### config.mk
export PLATFORM = sky130hd
export DESIGN_NAME = mem_port_arbiter
export DESIGN_NICKNAME = d
export VERILOG_FILES = /design/src/rtl/mem_port_arbiter.sv
export SDC_FILE = /design/constraint.sdc
export NUM_CORES = 1
export LEC_CHECK = 0
export CORE_MARGIN = 2
export CORE_UTILIZATION = 34
export CTS_BUF_LIST = sky130_fd_sc_hd__clkbuf_8
export CTS_CLUSTER_SIZE = 30
export DETAILED_ROUTE_END_ITERATION = 12
export GPL_TIMING_DRIVEN = 0
export PLACE_DENSITY = 0.88
export SKIP_CTS_REPAIR_TIMING = 1
export SLEW_MARGIN = 40
export SYNTH_ARGS = -nofsm -noshare
export SYNTH_HDL_FRONTEND = slang
export SYNTH_SLANG_ARGS = --single-unit
### constraint.sdc
create_clock -name Clk -period 2.2 [get_ports Clk]
set_clock_uncertainty 0.2 [all_clocks]
set_input_delay 0.44 -clock Clk [delete_from_list [all_inputs] [get_ports Clk]]
set_output_delay 0.44 -clock Clk [all_outputs]
set_load 0.02 [all_outputs]
### src/rtl/mem_port_arbiter.sv
// Two-port round-robin arbiter in front of the single synchronous memory.
// Port 0 is the CPU bus, port 1 is the loader/DMA engine; bursts are capped only under contention.

module mem_port_arbiter #(
    parameter int AW        = 8,
    parameter int DW        = 8,
    parameter int MAX_BURST = 4
) (
    input  logic          Clk,
    input  logic          Reset,

    input  logic          req0,
    input  logic          we0,
    input  logic [AW-1:0] addr0,
    input  logic [DW-1:0] wdata0,
    output logic          gnt0,
    output logic          ack0,

    input  logic          req1,
    input  logic          we1,
    input  logic [AW-1:0] addr1,
    input  logic [DW-1:0] wdata1,
    output logic          gnt1,
    output logic          ack1,

    output logic [DW-1:0] rdata,

    output logic          mem_en,
    output logic          mem_we,
    output logic [AW-1:0] mem_addr,
    output logic [DW-1:0] mem_wdata,
    input  logic [DW-1:0] mem_rdata
);

    // state | meaning
    // IDLE  | no owner, memory bus parked at zero
    // GNT0  | port 0 (CPU) owns the memory
    // GNT1  | port 1 (loader/DMA) owns the memory
    typedef enum logic [1:0] {
        IDLE = 2'd0,
        GNT0 = 2'd1,
        GNT1 = 2'd2
    } state_t;

    localparam logic [3:0] BURST_MAX = 4'(MAX_BURST);

    state_t     state;
    state_t     state_nxt;
    logic [3:0] burst_cnt;
    logic [3:0] burst_cnt_nxt;
    logic [3:0] burst_inc;
    logic       burst_done;
    logic       last_port;
    logic       last_port_nxt;
    logic       issue0;
    logic       issue1;

    assign issue0 = (state == GNT0) && req0;
    assign issue1 = (state == GNT1) && req1;

    assign gnt0  = (state == GNT0);
    assign gnt1  = (state == GNT1);
    assign rdata = mem_rdata;

    // Saturating count including this cycle's access; the limit matters only under contention.
    assign burst_inc  = (burst_cnt >= BURST_MAX) ? BURST_MAX : burst_cnt + 4'd1;
    assign burst_done = (burst_inc >= BURST_MAX);

    always_ff @(posedge Clk or negedge Reset) begin
        if (!Reset) begin
            state     <= IDLE;
            burst_cnt <= 4'd0;
            last_port <= 1'b1;
            ack0      <= 1'b0;
            ack1      <= 1'b0;
        end else begin
            state     <= state_nxt;
            burst_cnt <= burst_cnt_nxt;
            last_port <= last_port_nxt;
            ack0      <= issue0;
            ack1      <= issue1;
        end
    end

    always_comb begin
        state_nxt     = state;
        burst_cnt_nxt = burst_cnt;
        last_port_nxt = last_port;

        case (state)
            IDLE: begin
                // On a tie the port that did not own the memory last wins.
                if (req0 && (!req1 || last_port)) begin
                    state_nxt = GNT0;
                end else if (req1) begin
                    state_nxt = GNT1;
                end
            end
            GNT0: begin
                if (!req0) begin
                    state_nxt = req1 ? GNT1 : IDLE;
                end else if (req1 && burst_done) begin
                    state_nxt = GNT1;
                end
            end
            GNT1: begin
                if (!req1) begin
                    state_nxt = req0 ? GNT0 : IDLE;
                end else if (req0 && burst_done) begin
                    state_nxt = GNT0;
                end
            end
            default: state_nxt = IDLE;
        endcase

        if ((state_nxt != state) && (state_nxt != IDLE)) begin
            burst_cnt_nxt = 4'd0;
            last_port_nxt = (state_nxt == GNT1);
        end else if (issue0 || issue1) begin
            burst_cnt_nxt = burst_inc;
        end
    end

    always_comb begin
        mem_en    = 1'b0;
        mem_we    = 1'b0;
        mem_addr  = '0;
        mem_wdata = '0;
        if (issue0) begin
            mem_en    = 1'b1;
            mem_we    = we0;
            mem_addr  = addr0;
            mem_wdata = wdata0;
        end else if (issue1) begin
            mem_en    = 1'b1;
            mem_we    = we1;
            mem_addr  = addr1;
            mem_wdata = wdata1;
        end
    end

endmodule

==> reports/metrics.yaml <==
place_inst: 188
path_max_fanout: 10
tightestPinTransition_ps: 393
cts_root_buf: "clkbuf_8"
regToRegStartpoint: "burst_cnt[0]"
reg2reg_slack_ps: 520
synth_top_cell_area_share: 0.244
vias: 1017
dp_hpwl_microns: 2450
worstHoldPathType: "in2async"
slowest_stage: "dfrtp_1"
critPathLaunch: "state[1]"
routedWlPerCell_microns: 15.8
ant_nets: 0
synth-edff-count: 0
syn_area_sq_um: 822
maxCapViolations: 0
crit_family: "buffers and inverters"
grt_max_degree: 11
powerDensity_mw_per_mm2: 550
crit_type: "reg2out"
cts_sinks: 9
switching_share: 0.354
seqPwrFrac: 0.263
critPathRequiredTime_ps: 1560
ys_warn_count: 0
clkPwrFrac: 0.225
multi_input_area_sq_um: 475
synth_nets: 140
avgSynthCellArea_sq_um: 8.84
combPwrFrac: 0.511
synth_ff_type: "dfrtp_1"
gp_congestion: 0.841
end_kind: "primary output"
power_switching_mw: 0.297
final_cells: 192
grt_pass1_wl_microns: 4330
slew_headroom: 0.737
drt_first_iter_violations: 18
cp_cell_sequence: "buf_6 > and3b_4 > buf_6 > a22o_1 > clkbuf_2"
num-fill-cells: 193
grt_pass1_vias: 917
syn2layout_area_growth_pct: 85.8
layout.nets: 212
grt.overflow.total: 0
rows: 17
routed_wl_microns: 3040
cp-start-kind: "register"
path_depth: 5
period_share: 0.979
synth_area_leaders: "dfrtp_1 (24%), a22o_1 (20%), buf_4 (8.2%), nor2b_1 (4.6%), dfstp_2 (3.2%)"
r2r_end: "state[1]"
vdd_drop_max_v: 0.000553
async_reset_ff_frac: 1.00
cts_tree: "done"
crit_arrival_ps: 1510
seq_area_sq_um: 226
synth-seq-cells: 9
power_mw: 0.840
setup_viol: 0
io_buffers: 67
hold_viol_final: 0
fp.coreArea_sq_mm: 0.00225
period_minus_slack_ps: 2150
syn_inst: 93
pre_cts_ws_ps: -690
drtPass1Iterations: 4
die_h_microns: 53.2
rsz0062_at_grt: "false"
crit_top_cell: "buf_6"
drcViolationCount: 0
max_freq_mhz: 464
synth_top_area_cell: "dfrtp_1"
initial_utilization: 0.365
crit_end: "mem_wdata[0]"
cts_buffers: 3
drive_above_1_share: 0.250
report.final.slew_viol_count: 0
grt_usage: 0.211
max_stage_delay_ps: 380
ys_seq_area_frac: 0.275
clkTransAtPathRegs_ps: 50
worst_r2r_path_depth: 4
p_int_mw: 0.543
critPathBufInv: 3
ys_types: 34
via_per_inst: 5.30
leakagePower_nw: 0.739
antenna_found_initial: 0
die-area_sq_mm: 0.00283
antennaDiodeCount: 0
cts.htree.levels: 1
fin_ws_ps: 46.0
fp.dieW_microns: 53.2
clockBufferDepth: 2
design.portCount: 76
clkLatencyLatePin_ps: 230
outcome: "finished clean"
## worst register-to-register path: stages, from the launching register on
cell and delay, ps:
dfrtp_1 410, ha_1 280, nor3_4 280, nor3b_1 270, o311a_1 190
## flip-flops by register name (all words and copies together), names as in the netlist
register and cells:
ack1 1, burst_cnt 4, ack0 1, state 2
last_port 1
## layout by cell type, fill, tap and decap left out, types with 3 or more instances in the layout
cell type,Yosys,final
a22o_1,19,19
buf_2,5,4
buf_4,9,12
buf_6,1,5
clkbuf_2,1,12
clkbuf_8,0,3
clkdlybuf4s50_1,0,45
dfrtp_1,8,8
dlymetal6s2s_1,0,4
inv_1,2,3
nand2_1,6,6
nor2_1,3,3
nor2b_1,6,6
o211ai_1,3,3
## logic make-up (layout without fill, tap and decap cells)
logic type	count (synthesis)	in the layout	synth area share
compound gates	33	33	0.329
flops	9	9	0.275
simple gates	31	31	0.234
buf+inv	19	90	0.146
fa+ha+maj	1	1	0.0152
## power by group through the flow
stage	combinational [mW]	sequential, mW	clock (mW)
2_1_floorplan	0.242	0.219	0
3_5_place_dp	0.450	0.221	0
6_report	0.430	0.221	0.189
4_1_cts	0.453	0.218	0.192
3_3_place_gp	0.438	0.219	0
5_1_grt	0.463	0.225	0.204
## worst min-delay path by stage
stage            startpoint  slack (ps)           end  cells after the start
6_report              Reset         300      state[1]                      1
5_1_grt               Reset         330      state[1]                      1
4_1_cts               Reset         310  burst_cnt[2]                      1
3_5_place_dp      last_port         350     last_port                      2
3_3_place_gp   burst_cnt[0]         320  burst_cnt[0]                      1
2_1_floorplan         Reset         -60          ack0                      0
## layout make-up
| type | instances | share of cell area |
|---|---|---|
| buffer | 17 | 0.0917 |
| tap | 28 | 0.0229 |
| timing repair buffer | 67 | 0.391 |
| clock inverter | 1 | 0.00246 |
| clock buffer | 3 | 0.0270 |
| inverter | 2 | 0.00491 |
| sequential | 9 | 0.148 |
| multi-input combinational | 65 | 0.311 |
## cell usage after synthesis, types with 3 or more instances
cell type / instances
dfrtp_1: 8
buf_2: 5
nor2b_1: 6
o211ai_1: 3
nand2_1: 6
a22o_1: 19
buf_4: 9
nor2_1: 3
## routing by layer
layer,wire length [microns],track usage,share of wire,vias to the layer above
met4,42,0.0769,0.014,0
met1,1070,0.233,0.35,471
met2,1610,0.394,0.53,59
li1,-,-,-,481
met5,0,0,0,-
met3,317,0.0424,0.10,6
## through the flow
stage / hold WS (ps) / area [sq um] / utilization / setup TNS [ps]
2_1_floorplan: -55.6 / 822 / - / 0
3_3_place_gp: 324 / 1530 / 0.678 / -10890
3_5_place_dp: 348 / 1530 / 0.678 / -11400
4_1_cts: 311 / 1570 / 0.698 / -11630
5_1_grt: 325 / 1530 / 0.678 / 0
6_report: 299 / 1530 / 0.678 / 0
No activity file was read; power rests on OpenSTA's default activity.
==> RTL edit (same settings) <==
Encoding of `state_t`: now one-hot (3 bits for 3 states).
--- a/src/rtl/mem_port_arbiter.sv
+++ b/src/rtl/mem_port_arbiter.sv
@@ -36,10 +36,10 @@
     // IDLE  | no owner, memory bus parked at zero
     // GNT0  | port 0 (CPU) owns the memory
     // GNT1  | port 1 (loader/DMA) owns the memory
-    typedef enum logic [1:0] {
-        IDLE = 2'd0,
-        GNT0 = 2'd1,
-        GNT1 = 2'd2
+    typedef enum logic [2:0] {
+        IDLE = 3'b001,
+        GNT0 = 3'b010,
+        GNT1 = 3'b100
     } state_t;
 
     localparam logic [3:0] BURST_MAX = 4'(MAX_BURST);
Function: no difference found for any inputs over 10 cycles, from zero or initial values and one cycle with Reset low; not proved beyond that.
==> RTL edit against the original RTL <==
- the flow now finishes with violations (setup timing)
- routed wire length is 1.0% higher
- count of clock-buffer cells in the layout is 1 higher
- final area is 14% higher
- global-route usage is 2.4 points lower
- critical path type unchanged
- via count is 0.20% higher
- worst hold slack better by 0.016 ns
- synthesized area is 5.2% higher
- sequential cell count is 1 higher
- setup slack worse by 0.19 ns
- fmax is 8.3% lower
Power is not compared: it rests on default switching activity, and its combinational part moved more than twofold at a synthesized area within 25%.
==> RTL edit: results (changes against the original RTL) <==
[critical_path]
timing.critical_path.from=state[0]$_DFF_PN1_  ; was state[1]$_DFF_PN0_
crit_family=flip-flops  ; was buffers and inverters
slowest_stage=sky130_fd_sc_hd__dfstp_2  ; was sky130_fd_sc_hd__dfrtp_1
worst-endpoint-arrival_ns=1.71  ; was 1.51 ns
worst_path_largest_cell_delay_ns=0.59  ; was 0.38 ns

[placement]
gp_congestion=0.794  ; was 0.841
dp.final_hpwl_um=2200  ; was 2450 um
placed_cells_incl_taps=186  ; was 188
placement.setup.worst_slack_ns=-0.664  ; was -0.690 ns
io_buffers=66  ; was 67
post_dp_cell_area_mm2=0.00156  ; was 0.00153 mm^2

[layout]
drive_above_1_share_pct=33.7  ; was 25.0%
layout.filler_cells=188  ; was 193
fin_nets=217  ; was 212
reg_top3=burst_cnt: 4 flops, state: 3 flops  ; was burst_cnt: 4 flops, state: 2 flops

[timing]
relSlewSlack_pct=70.2  ; was 73.7%
finalSetupTns_ns=-1.25  ; was 0 ns
final_setup_violation_count=12  ; was 0
worst_slack_ns=-0.148  ; was 0.0460 ns

[drt]
dr.pass1.iters=4  ; unchanged
routed_wire_length_per_instance_um=15.4  ; was 15.8 um
route.vias.total=1019  ; was 1017
routed_wl_um=3070  ; was 3040 um
drtIter0Drc=13  ; was 18

[global_routing]
grt_pass1_wl_um=4010  ; was 4330 um
grt_pass1_vias=908  ; was 917
largest_net_degree_at_the_start_of_global_routing=11  ; unchanged
grt_use_total_pct=18.7  ; was 21.1%

[synthesis]
synth-seq-area-share_pct=29.2  ; was 27.5%
ys_top_cells_by_count=sky130_fd_sc_hd__a22o_1 (17), sky130_fd_sc_hd__buf_4 (12), sky130_fd_sc_hd__dfrtp_1 (8)  ; was sky130_fd_sc_hd__a22o_1 (19), sky130_fd_sc_hd__buf_4 (9), sky130_fd_sc_hd__dfrtp_1 (8)
synth.avg_cell_area_um2=9.61  ; was 8.84 um^2
syn-num-nets=137  ; was 140
post_synth_main_area_contributors=sky130_fd_sc_hd__dfrtp_1 (23%), sky130_fd_sc_hd__a22o_1 (17%), sky130_fd_sc_hd__buf_4 (10%), sky130_fd_sc_hd__dfstp_2 (6.1%), sky130_fd_sc_hd__a21oi_1 (4.1%)  ; was sky130_fd_sc_hd__dfrtp_1 (24%), sky130_fd_sc_hd__a22o_1 (20%), sky130_fd_sc_hd__buf_4 (8.2%), sky130_fd_sc_hd__nor2b_1 (4.6%), sky130_fd_sc_hd__dfstp_2 (3.2%)
post_synth_num_cell_types=38  ; was 34

[cts]
ctsLongestPathBuffers=2  ; unchanged

[outcome]
outcome=finished, violations left  ; was finished clean
violations_in_the_final_reports=setup timing

[power_and_ir_drop]
worst_vdd_drop_uv=628

[RTL edit: logic make-up (layout without fill, tap and decap cells)]
family / count (synthesis) / after routing / synth area share [%]
flip-flops: 10 / 10 / 29.2
XOR/XNOR: 2 / 2 / 2.03
AO/OA/AOI/OAI: 34 / 34 / 30.1
buffers and inverters: 18 / 97 / 14.9
adder cells (fa/ha/maj): 1 / 1 / 1.45
AND/OR/NAND/NOR: 25 / 25 / 22.3
[RTL edit: layout make-up]
| cell class | instances | area [um^2] | share of cell area (%) |
|---|---|---|---|
| Clock buffer | 4 | 55.1 | 3.17 |
| Timing Repair Buffer | 76 | 768 | 44.2 |
| Sequential cell | 10 | 254 | 14.6 |
| Tap cell | 30 | 37.5 | 2.16 |
| Buffer | 15 | 129 | 7.41 |
| Multi-Input combinational cell | 62 | 488 | 28.1 |
| Inverter | 2 | 7.51 | 0.432 |
[RTL edit: power groups by stage]
stage               combinational, mW  clock [mW]  sequential (mW)
finish                          0.867       0.234            0.318
global route                    0.932       0.251            0.325
CTS                             0.800       0.237            0.296
detailed placement              0.795           0            0.299
global placement                0.773           0            0.292
floorplan                       0.514           0            0.293
[RTL edit: path summary, 6_finish.rpt]
| path | depth (start not counted) | to | slack, ns |
|---|---|---|---|
| worst min register to register | 2 | last_port$_DFFE_PN1P_ | 0.32 |
| max in group asynchronous | 1 | state[0]$_DFF_PN1_ | 1.15 |
| worst max-delay path | 5 | mem_addr[5] | -0.15 |
| worst max register to register | 7 | burst_cnt[0]$_DFFE_PN0P_ | 0.39 |
| worst min-delay path | 1 | burst_cnt[3]$_DFFE_PN0P_ | 0.32 |
| min in group Clk | 2 | last_port$_DFFE_PN1P_ | 0.32 |
[RTL edit: metal layers]
metal | share of wire [%] | vias to the layer above | GRT usage [%] | routed length, um
met5 | 0 | - | 0 | 0
met2 | 54 | 47 | 33.7 | 1660
met1 | 39 | 479 | 22.2 | 1190
met3 | 7.1 | 0 | 6.56 | 219
li1 | - | 493 | - | -
met4 | 0 | 0 | 1.25 | 0
